**config.mk**
```make
export PLATFORM = sky130hd
export DESIGN_NAME = led_pattern_ctrl
export DESIGN_NICKNAME = d
export VERILOG_FILES = /design/src/rtl/led_pattern_ctrl.sv
export SDC_FILE = /design/constraint.sdc
export NUM_CORES = 1
export LEC_CHECK = 0
export CAP_MARGIN = 20
export CORE_AREA = 2 2 106 108
export DETAILED_ROUTE_END_ITERATION = 10
export DIE_AREA = 0 0 108 110
export DONT_BUFFER_PORTS = 1
export MAX_ROUTING_LAYER = met4
export PLACE_DENSITY_LB_ADDON = 0.05
export SYNTH_ARGS = -nofsm -noshare
export SYNTH_HDL_FRONTEND = slang
export SYNTH_SLANG_ARGS = --single-unit
```
**constraint.sdc**
```tcl
create_clock -name CLK -period 11.2 [get_ports CLK]
set_input_delay 2.24 -clock CLK [delete_from_list [all_inputs] [get_ports CLK]]
set_output_delay 2.24 -clock CLK [all_outputs]
set_load 0.03 [all_outputs]
```
**src/rtl/led_pattern_ctrl.sv**
```systemverilog
// rtl/led_pattern_ctrl.sv - debounced switch-driven LED pattern engine (steady, blink, chase, ping-pong)
module led_pattern_ctrl #(
  parameter int N_LED      = 16,
  parameter int CLK_HZ     = 100_000_000,
  parameter int STEP_HZ    = 4,
  parameter int DEB_CYCLES = 1_000_000
) (
  input  logic             CLK,
  input  logic             RST,
  input  logic             SW_EN,
  input  logic [1:0]       SW_MODE,
  output logic [N_LED-1:0] LED,
  output logic             TICK
);

  localparam int TICK_DIV = CLK_HZ / STEP_HZ;
  localparam int TW       = $clog2(TICK_DIV);
  localparam int DW       = $clog2(DEB_CYCLES + 1);

  localparam logic [TW-1:0] TICK_MAX = TW'(TICK_DIV - 1);
  localparam logic [DW-1:0] DEB_MAX  = DW'(DEB_CYCLES - 1);

  typedef enum logic {
    DIR_LEFT  = 1'b0,
    DIR_RIGHT = 1'b1
  } dir_t;

  logic             r_en_s1;
  logic             r_en_s2;
  logic [1:0]       r_mode_s1;
  logic [1:0]       r_mode_s2;
  logic             r_en_db;
  logic [1:0]       r_mode_db;
  logic [DW-1:0]    r_en_cnt;
  logic [DW-1:0]    r_mode_cnt;
  logic             r_en_db_d;
  logic [1:0]       r_mode_db_d;
  logic [TW-1:0]    r_tick_cnt;
  logic [N_LED-1:0] r_pat;
  dir_t             r_dir;

  logic             w_restart;
  logic             w_tick;
  logic [N_LED-1:0] w_init;

  // Restart on enable rising, or on a mode change while already enabled
  assign w_restart = r_en_db & (~r_en_db_d | (r_mode_db != r_mode_db_d));
  // A tick that coincides with a restart is dropped
  assign w_tick    = r_en_db & ~w_restart & (r_tick_cnt == TICK_MAX);
  // Steady/blink start fully lit; chase/ping-pong start with bit0 only
  assign w_init    = r_mode_db[1] ? N_LED'(1) : {N_LED{1'b1}};

  // Two-flop synchronisers for the raw switch inputs
  always_ff @(posedge CLK or posedge RST) begin
    if (RST) begin
      r_en_s1   <= 1'b0;
      r_en_s2   <= 1'b0;
      r_mode_s1 <= 2'b00;
      r_mode_s2 <= 2'b00;
    end else begin
      r_en_s1   <= SW_EN;
      r_en_s2   <= r_en_s1;
      r_mode_s1 <= SW_MODE;
      r_mode_s2 <= r_mode_s1;
    end
  end

  // Enable debounce: s1 != s2 means the synced value changes on this edge
  always_ff @(posedge CLK or posedge RST) begin
    if (RST) begin
      r_en_db  <= 1'b0;
      r_en_cnt <= '0;
    end else if ((r_en_s1 != r_en_s2) || (r_en_s2 == r_en_db)) begin
      r_en_cnt <= '0;
    end else if (r_en_cnt == DEB_MAX) begin
      r_en_db  <= r_en_s2;
      r_en_cnt <= '0;
    end else begin
      r_en_cnt <= r_en_cnt + DW'(1);
    end
  end

  // Mode debounce: both mode bits are qualified together as one group
  always_ff @(posedge CLK or posedge RST) begin
    if (RST) begin
      r_mode_db  <= 2'b00;
      r_mode_cnt <= '0;
    end else if ((r_mode_s1 != r_mode_s2) || (r_mode_s2 == r_mode_db)) begin
      r_mode_cnt <= '0;
    end else if (r_mode_cnt == DEB_MAX) begin
      r_mode_db  <= r_mode_s2;
      r_mode_cnt <= '0;
    end else begin
      r_mode_cnt <= r_mode_cnt + DW'(1);
    end
  end

  // Delayed debounced values for restart edge detection
  always_ff @(posedge CLK or posedge RST) begin
    if (RST) begin
      r_en_db_d   <= 1'b0;
      r_mode_db_d <= 2'b00;
    end else begin
      r_en_db_d   <= r_en_db;
      r_mode_db_d <= r_mode_db;
    end
  end

  // Step divider: idles at zero while disabled, cleared on restart
  always_ff @(posedge CLK or posedge RST) begin
    if (RST) begin
      r_tick_cnt <= '0;
      TICK       <= 1'b0;
    end else begin
      TICK <= w_tick;
      if (!r_en_db || w_restart || (r_tick_cnt == TICK_MAX)) begin
        r_tick_cnt <= '0;
      end else begin
        r_tick_cnt <= r_tick_cnt + TW'(1);
      end
    end
  end

  // Pattern register; cleared while disabled so stale patterns never reach the LEDs
  always_ff @(posedge CLK or posedge RST) begin
    if (RST) begin
      r_pat <= '0;
      r_dir <= DIR_LEFT;
    end else if (w_restart) begin
      r_pat <= w_init;
      r_dir <= DIR_LEFT;
    end else if (!r_en_db) begin
      r_pat <= '0;
      r_dir <= DIR_LEFT;
    end else if (w_tick) begin
      case (r_mode_db)
        2'b00: r_pat <= r_pat;
        2'b01: r_pat <= ~r_pat;
        2'b10: r_pat <= (r_pat << 1) | (r_pat >> (N_LED - 1));
        default: begin
          if (N_LED == 1) begin
            r_pat <= r_pat;
          end else if (r_pat[N_LED-1]) begin
            r_pat <= r_pat >> 1;
            r_dir <= DIR_RIGHT;
          end else if (r_pat[0]) begin
            r_pat <= r_pat << 1;
            r_dir <= DIR_LEFT;
          end else if (r_dir == DIR_LEFT) begin
            r_pat <= r_pat << 1;
          end else begin
            r_pat <= r_pat >> 1;
          end
        end
      endcase
    end
  end

  // LED drive follows the pattern one cycle later, blanked when disabled
  always_ff @(posedge CLK or posedge RST) begin
    if (RST) begin
      LED <= '0;
    end else begin
      LED <= r_en_db ? r_pat : '0;
    end
  end

endmodule

```
# Word level (Yosys, flattened, before mapping)
# Index checks and enable logic that the tools add are counted.
# Widths: inputs -> output; s select.
[totals] inputBits=5 register_bits=111 elab_cells=73 output_inout_bits=17
[classes] reduce_logical=11 add_sub_neg=3 bitwise=10 muxes=20 n_eq_ne=14
[ops] operator="$mux 16" n=8
[ops] operator="$mux 20" n=4
[ops] operator="$pmux 16 s3" n=1
[ops] operator="$add 20x1->20 const B" n=2
[ops] operator="$eq 20x20->1 const B" n=2
[ops] operator="$add 25x1->25 const B" n=1
[ops] operator="$eq 25x25->1 const B" n=1
[ops] operator="$mux 25" n=1
[ops] operator="$not 16->16" n=1
[ops] operator="$or 16x1->16" n=1
[ops] operator="$mux 1" n=6
[ops] operator="$reduce_and 2->1" n=3
[ops] operator="$logic_or 1x1->1" n=4
[ops] operator="$ne 2x2->1" n=2
[ops] operator="$ne 4x1->1 const B" n=1
[ops] operator="$not 1->1" n=4
[ops] operator="$and 1x1->1" n=3
[ops] operator="$ne 3x1->1 const B" n=1
[ops] operator="$ne 3x2->1 const B" n=1
[ops] operator="$ne 3x3->1 const B" n=1
[ops] operator="$reduce_and 3->1" n=1
[ops] operator="$reduce_or 3->1" n=1
[ops] operator="$eq 2x1->1 const B" n=1
[ops] operator="$eq 2x2->1" n=1
[ops] operator="other kinds (6)" n=6

# Longest topological paths before layout
[logic_depth] word_depth=9 ltp_mapped=8 depth_no_buf=7

# Worst setup path after synthesis
# No wires, ideal clock.
[synth_timing] path_type="reg2out" start="reg LED[0]" end="out LED[0]" arrival_time_ns=0.467 required_time_ns=8.960 n_path_buf=0 stages_incl_launch_ff=1 slack_ns=8.493 cell_sequence="dfrtp_1"
[synth_lines] item="start: declaration" line="12" source="output logic [N_LED-1:0] LED,"
[synth_lines] item="start signal: assignment" line="164" source="LED <= r_en_db ? r_pat : '0;"
# No word-level cell between the ends.

# Worst setup path after layout
[layout_timing] start="reg LED[11]" end="out LED[11]"
# No word-level cell between the ends.

==> metrics.md <==
| Metric | Value |
|---|---|
| Status | `completed` |
| Post-cts sizing count | `0` |
| Cts bufs inserted | `9` |
| Arr. time, crit path | `0.90 ns` |
| Setup repair after global routing missed its margin | `false` |
| Die area | `11900 sq um` |
| Most common cell after layout, fill and taps aside | `dfrtp_1` |
| Clock transition at path regs | `0.10 ns` |
| Seq/Total Area, Yosys | `0.532` |
| Setup Buffers After CTS | `0` |
| Global route hottest layer | `met2` |
| Drt drc | `0` |
| Worst Path Max Fanout | `1` |
| Fin. Hold Viols | `0` |
| CTS tree | `yes` |
| Syn Nets | `527` |
| HPWL Detailed | `6.08 mm` |
| Synthesis warning total | `0` |
| Most frequent cells in the layout | `dfrtp_1 (111), nor2_1 (97), xnor2_1 (37)` |
| Top FF cell, synth | `dfrtp_1` |
| Syn Inst Count | `515` |
| Fmax | `between 300 and 400 MHz` |
| Syn Area/Cell | `approximately 10 sq um` |
| Met3 usage | `0.0406` |
| Sequential standard cell area | `2780 sq um` |
| Routed wire per std cell | `14.5 um` |
| Clock Skews | `0.00955 ns` |
| Total GRT Usage | `0.186` |
| Vias in the first global route | `3539` |
| FILL cells | `1004` |
| Clock Latency Late Sink | `approximately 0.39 ns` |
| Crit path time final | `3.14 ns` |
| DRT Pass-1 Iters | `4` |
| Rows | `38` |
| Starting density of the core | `0.488` |
| Hold WS | `0.449 ns` |
| Pre-CTS setup slack | `7.71 ns` |
| Top-area cell type share of the netlist area | `0.532` |
| CTS Hold Buffers Added | `0` |
| Pin count of the biggest net entering global routing | `between 60 and 70` |
| Worst hold path type | `reg -> reg` |
| Crit. End Element | `output pin` |
| Layout net count | `between 500 and 600` |
| Design Area, Final | `5520 sq um` |
| Port Buf Inserts | `0` |
| Root Buffer | `clkbuf_8` |
| Dpl cell area | `5330 sq um` |
| Max_cap viols | `0` |
| Worst-Margin Slew | `roughly 0.9 ns` |
| Max VDD drop | `0.0838 mV` |
| Slew headroom | `0.389` |
| Final Setup Violations | `0` |
| GP Congestion | `0.803` |
| Mapped cell area | `between 5000 and 6000 sq um` |
| Area Overhead vs Synth | `5.68%` |
| M1 GR Usage | `0.247` |
| Final WS setup | `8.06 ns` |
| Chip Height | `110 um` |
| Worst EP required | `between 8 and 9 ns` |
| DR iter-0 viols | `196` |
| Synth async-reset ratio | `1.00` |
| Met2 Usage GRT | `0.282` |
| Synth cell types | `49` |
| Initial antenna violation count | `0` |
| WS Path Type | `reg -> out` |
| Global-route wire length before repair | `16.9 mm` |
| IO Count | `22` |
| Multi-input logic area | `about 2300 sq um` |
| Kind of start point of the critical path | `register` |
| Period utilisation layout | `0.281` |
| Power Dens Cells | `120 nW/um^2` |
| Synth area leader | `dfrtp_1` |
| Proportion of layout cells with a drive suffix above 1 | `0.0603` |
| Setup TNS | `0 ns` |
| Post-synth EDFFs | `0` |
| ANT cells | `0` |
| CTS H-tree lvls | `3` |
| Clock buffer depth | `2` |
| Synth top area cells | `dfrtp_1 (53%), nor2_1 (7.0%), xnor2_1 (6.2%), xor2_1 (4.7%), nand3_1 (2.4%)` |
| Die W | `108 um` |
| Routed WL | `9.46 mm` |
| ANT nets after route | `0` |
| Via count | `3601` |
| Leakage power | `0.00229 uW` |
| Register bit total from synthesis | `111` |
| Gr ovfl total | `0` |
| Slew Viols, Final | `0` |
| Via/cell ratio | `5.51` |
| Core area | `10700 sq um` |
| Clk sinks | `111` |
==> path summary, 6_finish.rpt <==
check	endpoint	slack [ns]	from	cells past startpoint
worst max-delay path	LED[11]	8.06	LED[11]$_DFF_PP0_	0
worst min-delay path	r_en_s2$_DFF_PP0_	0.45	r_en_s1$_DFF_PP0_	0
worst max register to register	r_pat[8]$_DFFE_PP0P_	8.71	r_en_db$_DFFE_PP0P_	4
worst min register to register	r_en_s2$_DFF_PP0_	0.45	r_en_s1$_DFF_PP0_	0
max in group asynchronous	r_tick_cnt[16]$_DFF_PP0_	8.24	RST	2
min in group asynchronous	r_en_s1$_DFF_PP0_	1.84	RST	1
==> Yosys cell counts (all sizes together) (7+ instances only) <==
cell type,instances
dfrtp,111
clkbuf,13
nand4,15
a21oi,17
nor2,97
o31ai,13
xor2,28
inv,16
xnor2,37
and3,7
and2,15
a221oi,12
nand2,30
nand3,26
nor3,10
ha,7
==> kinds of logic after synthesis <==
| kind of cell | after synthesis | share of synthesized area |
|---|---|---|
| DFF | 111 | 0.532 |
| adders and majority gates | 7 | 0.0168 |
| xor gates and xnor gates | 65 | 0.109 |
| AOI/OAI and AO/OA | 59 | 0.0796 |
| and+or+nand+nor | 234 | 0.226 |
| muxes | 4 | 0.00839 |
| buffers and inverters | 35 | 0.0281 |
==> where the power goes <==
group | switching [uW] | total [uW] | internal [uW]
Sequential | 1.90 | 404 | 402
Combinational | 11.7 | 13.7 | 2.04
Clock | 133 | 242 | 109
Total | 147 | 660 | 513
==> state kept, by name, summed over array words and instances, names as in the netlist <==
name	cells
r_mode_s1	2
r_tick_cnt	25
r_mode_s2	2
LED	16
r_en_s1	1
r_en_cnt	20
r_en_db_d	1
r_dir	1
r_en_s2	1
r_mode_db_d	2
r_en_db	1
r_mode_db	2
r_pat	16
r_mode_cnt	20
TICK	1
==> metal layers <==
metal,up-vias,share of wire,wire [um]
met4,0,0.017,161
met2,49,0.45,4260
met3,13,0.033,310
li1,1758,-,-
met5,-,0,0
met1,1781,0.50,4730
==> area by class of cell <==
class	count	share of cell area
multi-input combinational	369	0.416
clock buffer	12	0.0263
timing repair buffer	2	0.00272
clock inverter	4	0.00817
tap	140	0.0318
inverter	16	0.0113
sequential	111	0.504
==> stage by stage <==
stage	cells	power [uW]	util
CTS	654	669	0.516
detailed placement	638	427	0.498
global route	654	688	0.516
finish	654	660	0.516
global placement	638	426	0.498
floorplan	515	423	-
Power figures use the tool's default switching activity.
